### src/rtl/rgb2grayscale_pipe.sv
// Three-stage RGB-to-luma converter with valid/accept flow control, four conversion modes and a frame-start sideband.
// Define RGB2GRAY_ROUND_EN to round half-up before the >>8 in modes 0 and 1; otherwise the sum is truncated.
module rgb2grayscale_pipe #(
   parameter int R_W    = 5,
   parameter int G_W    = 6,
   parameter int B_W    = 5,
   parameter int COEF_R = 77,
   parameter int COEF_G = 150,
   parameter int COEF_B = 29,
   parameter int OUT_W  = 8
) (
   input  logic                     iClk,
   input  logic                     iReset,
   input  logic                     iInput_ready,
   output logic                     oInput_accept,
   input  logic [R_W+G_W+B_W-1:0]   iRGB,
   input  logic [1:0]               iMode,
   input  logic                     iFrame_start,
   output logic                     oOutput_ready,
   input  logic                     iOutput_accept,
   output logic [OUT_W-1:0]         oY,
   output logic                     oFrame_start
);

   localparam int IN_W = R_W + G_W + B_W;

   // Widen a W-bit channel to 8 bits by repeating its bit pattern from the MSB down.
   function automatic logic [7:0] expand(input logic [7:0] v, input int w);
      logic [7:0] e;
      e = '0;
      for (int i = 0; i < 8; i++) e[7-i] = v[w-1-(i%w)];
      return e;
   endfunction

   logic en;
   logic [7:0] r8, g8, b8;
   logic [7:0] wr, wg, wb;
   logic [15:0] pr_d, pg_d, pb_d;
   logic [7:0] byp_d;

   // S1 state
   logic v1_q, sof1_q;
   logic [1:0] mode1_q;
   logic [15:0] pr_q, pg_q, pb_q;
   logic [7:0] byp1_q;

   // S2 state
   logic v2_q, sof2_q;
   logic [1:0] mode2_q;
   logic [17:0] sum_d, sum_q;
   logic [7:0] byp2_q;

   // S3 state
   logic out_valid_q, sof_q;
   logic [OUT_W-1:0] y_q, y_d;
   logic [17:0] sum_rnd;
   logic [9:0] shifted;
   logic [7:0] y8;

   assign en            = !out_valid_q || iOutput_accept;
   assign oInput_accept = en;
   assign oOutput_ready = out_valid_q;
   assign oY            = y_q;
   assign oFrame_start  = sof_q;

   always_comb begin
      r8 = expand(8'(iRGB[IN_W-1 -: R_W]), R_W);
      g8 = expand(8'(iRGB[G_W+B_W-1 -: G_W]), G_W);
      b8 = expand(8'(iRGB[B_W-1:0]), B_W);
      wr = 8'(COEF_R);
      wg = 8'(COEF_G);
      wb = 8'(COEF_B);
      if (iMode == 2'd1) begin
         wr = 8'd85;
         wg = 8'd86;
         wb = 8'd85;
      end
      pr_d = 16'(r8) * 16'(wr);
      pg_d = 16'(g8) * 16'(wg);
      pb_d = 16'(b8) * 16'(wb);
      byp_d = g8;
      if (iMode == 2'd2) begin
         byp_d = (r8 > g8) ? r8 : g8;
         if (b8 > byp_d) byp_d = b8;
      end
   end

   assign sum_d = 18'(pr_q) + 18'(pg_q) + 18'(pb_q);

`ifdef RGB2GRAY_ROUND_EN
   assign sum_rnd = sum_q + 18'd128;
`else
   assign sum_rnd = sum_q;
`endif

   always_comb begin
      shifted = sum_rnd[17:8];
      y8      = (|shifted[9:8]) ? 8'hFF : shifted[7:0];
      if (mode2_q[1]) y8 = byp2_q;
      y_d = y8[7 -: OUT_W];
   end

   // Control and output registers: the only state that reset must clear.
   always_ff @(posedge iClk) begin
      if (iReset) begin
         v1_q        <= 1'b0;
         v2_q        <= 1'b0;
         out_valid_q <= 1'b0;
         y_q         <= '0;
         sof_q       <= 1'b0;
      end else if (en) begin
         v1_q        <= iInput_ready;
         v2_q        <= v1_q;
         out_valid_q <= v2_q;
         y_q         <= y_d;
         sof_q       <= sof2_q & v2_q;
      end
   end

   // NOTE: datapath registers carry no reset; their contents are qualified by the valid bits above.
   always_ff @(posedge iClk) begin
      if (en) begin
         sof1_q  <= iFrame_start;
         mode1_q <= iMode;
         pr_q    <= pr_d;
         pg_q    <= pg_d;
         pb_q    <= pb_d;
         byp1_q  <= byp_d;
         sof2_q  <= sof1_q;
         mode2_q <= mode1_q;
         sum_q   <= sum_d;
         byp2_q  <= byp1_q;
      end
   end

endmodule

### config.mk
export PLATFORM = sky130hd
export DESIGN_NAME = rgb2grayscale_pipe
export DESIGN_NICKNAME = d
export VERILOG_FILES = /design/src/rtl/rgb2grayscale_pipe.sv
export SDC_FILE = /design/constraint.sdc
export NUM_CORES = 1
export LEC_CHECK = 0
export BUFFER_PORTS_ARGS = -buffer_cell sky130_fd_sc_hd__buf_2
export CAP_MARGIN = 20
export CORE_MARGIN = 4
export CORE_UTILIZATION = 45
export DETAILED_ROUTE_END_ITERATION = 10
export GPL_TIMING_DRIVEN = 0
export PLACE_DENSITY = 0.67
export SYNTH_ARGS = -nofsm -noshare
export SYNTH_HDL_FRONTEND = slang
export SYNTH_SLANG_ARGS = --single-unit
### constraint.sdc
create_clock -name iClk -period 5.6 [get_ports iClk]
set_input_delay 0.56 -clock iClk [delete_from_list [all_inputs] [get_ports iClk]]
set_output_delay 0.56 -clock iClk [all_outputs]
set_load 0.1 [all_outputs]
==> results.toml <==
[pwr]
peakVddDrop_uv = 301
p_leak_uw = 0.00425
power_density_nw_per_um2 = 471

[clock_network]
clk_latency_ns = 0.33
h-tree-depth = 3
cts-resized-gates = 0
cts_buffer_depth = 2
cts_hold_repair.buffers = 0
cts.sinks = 89
cts_tree = "yes"
post_cts.repair.setup_buffers = 0
clkTransAtPathRegs_ns = 0.06
cts_made_buffers = 9
cts_root_buffer = "clkbuf_16"

[logic_synthesis]
yosysWarnings = 0
avgSynthCellArea_um2 = 10.7
synth_cells = 750
syn_area_um2 = 8030
dominantRegCellSynth = "edfxtp_1"
synth_seq_cells = 89
yosys.area_share.simple_pct = 9.08
synth_most_common_cell = "ha_1"
ys_top_cells_by_count = "ha_1 (151), inv_1 (109), edfxtp_1 (77), fa_1 (57), nor2_1 (52)"
synthTopCellsByArea = "edfxtp_1 (29%), ha_1 (24%), fa_1 (14%)"
synth-async-reset-ratio_pct = 0
synth_mux_area_share_pct = 0.872
synth_top_area_share_pct = 28.8
synth-compound-area-share_pct = 10.6
synth_top_family_by_area = "adder cells"
ys_seq_area_share_pct = 31.8
synth_fa_ha_area_share_pct = 37.7
synth_edf_count = 77
synth_cell_types = 52
synth_top_cell_by_area = "edfxtp_1"
synth_xor_area_share_pct = 4.14

[route]
drtAntennaViolNets = 0
drc = 0
wl_per_cell_um = 14.7
vias = 5242
dr.first_iter.drc_count = 280
wl_mm = 15.1
avgViaCountPerCell = 5.10
drt_pass1_iterations = 5

[worst_setup_path]
cp_slowest_stage_delay_ns = 0.61
crit_required_ns = 5.65
slowest_stage = "o311ai_1"
crit_arrival_ns = 4.89
crit_fanout = 10
endpoint_kind = "flip-flop"
cp_num_buf_inv = 4
crit_family = "adder cells"
crit_chain = "buf_2 -> nor2b_1 -> clkbuf_1 -> o21ai_0 -> ha_1 -> inv_1 -> fa_1 -> fa_1 -> inv_1 -> ha_1 -> a21oi_1 -> nor2b_1 -> o21ai_0 -> a21oi_1 -> o311ai_1"
critPathLaunch = "iMode[1]"
path_class = "input pin to flip-flop"
regToRegStartpoint = "pr_q[3]"
startpoint_type = "input pin"

[die]
core-area_um2 = 17400
rows = 48
boundaryPins = 34
initial_core_util_pct = 46.1
die_y_um = 142
die_w_um = 142
die_area_um2 = 20100

[hold_path]
holdCritStartpoint = "iFrame_start"
holdCritPathClass = "input pin to flip-flop"

[grt]
grt_pass1_wl_mm = 25.4
antenna_found_initial = 0
grt_pass1_vias = 5320
grt_overflow_total = 0
grt_use_total_pct = 16.0
grt_max_degree = 71

[timing]
finalCritPeriodShare_pct = 86.5
tightest_slew_ns = 0.641
drv_slew = 0
grt_setup_unrepaired = "false"
finalSetupTns_ns = 0
setup_violations = 0
period_minus_slack_ns = 4.84
fmax_ghz = 0.207
hold_viol_final = 0
relSlewSlack_pct = 56.6
worst_hold_slack_ns = 0.399
fin_skew_ns = 0.00790

[final_layout]
final_nets = 1029
utilization_pct = 50.8
design_area_um2 = 8850
drive_gt1_share_pct = 7.47
area_growth_pct = 10.2
n_fill_cell = 1568
num_antenna_cells = 0

[run]
maxCapViolations = 0

[run_status]
outcome = "complete, no violations"

[placed_design]
numPortBuffers = 33
dp_hpwl_mm = 12.5
place_area_um2 = 8520
gp_congestion = 0.814
-- cells by family after synthesis --
logic type	Yosys count
AO/OA/AOI/OAI	132
XOR/XNOR	38
adder cells (fa/ha/maj)	208
buffers and inverters	121
flip-flops	89
multiplexers	7
other	2
AND/OR/NAND/NOR	153
-- metal layers --
metal / vias to the layer above / part of all wire (%) / GRT usage [%] / routed length (µm)
met5: - / 0 / 0 / 0
met4: 0 / 1.8 / 4.24 / 273
met3: 19 / 3.6 / 2.80 / 549
met2: 79 / 47 / 26.6 / 7150
met1: 2443 / 47 / 21.7 / 7090
li1: 2701 / - / - / -
-- per-stage QoR --
stage / power (µW) / setup WS (ns) / instances
after CTS: 4200 / 0.725 / 1028
after detailed placement: 3530 / 0.420 / 1012
final: 4170 / 0.758 / 1028
after floorplan: 3040 / 0.983 / 753
after global routing: 4570 / 0.412 / 1028
after global placement: 3490 / 0.340 / 1011
-- registers in the layout, summed over array words and instances (netlist names) --
register	flops
pb_q	16
v1_q	1
sum_q	10
mode2_q	1
oFrame_start	1
oY	8
sof2_q	1
mode1_q	1
sof1_q	1
byp2_q	8
v2_q	1
pr_q	16
byp1_q	8
oOutput_ready	1
pg_q	15
-- final cells by class --
class                      count  area [µm²]  share of cell area (%)
buffer                        12        51.3                   0.580
clock buffer                  10         229                    2.59
clock inverter                 6        97.6                    1.10
inverter                     109         409                    4.62
multi-input combinational    543        5040                    56.9
sequential                    89        2550                    28.8
tap                          225         282                    3.18
timing repair buffer          34         193                    2.18
-- power breakdown --
| part | internal, µW | switching [µW] | total [µW] |
|---|---|---|---|
| clock | 398 | 244 | 642 |
| sequential | 1080 | 104 | 1180 |
| combinational | 1040 | 1310 | 2340 |
| total | 2510 | 1660 | 4170 |
-- worst register-to-register path, stage by stage (launching register included) --
cell and delay (ns):
edfxtp_1 0.41, fa_1 0.49, ha_1 0.32, o2111ai_2 0.20
a21oi_2 0.07, o2111a_1 0.28, or2_4 0.27, a2111o_1 0.40
o311ai_1 0.10
-- final timing paths --
| path | end | slack, ns | cells after the start |
|---|---|---|---|
| setup / recovery | pg_q[14] | 0.76 | 15 |
| setup reg to reg | sum_q[13] | 2.86 | 8 |
| hold reg to reg | byp2_q[0] | 0.41 | 0 |
| hold / removal | sof1_q | 0.40 | 1 |
-- layout by cell type (no fill, tap or decap), types with 23 or more instances in the layout --
cell type	n
o21ai_0	24
edfxtp_1	77
fa_1	57
buf_2	35
nor2_1	52
inv_1	109
nor3_1	23
a21oi_1	47
ha_1	151
xnor2_1	27
nand2_1	24
(Power assumes the default switching activity.)
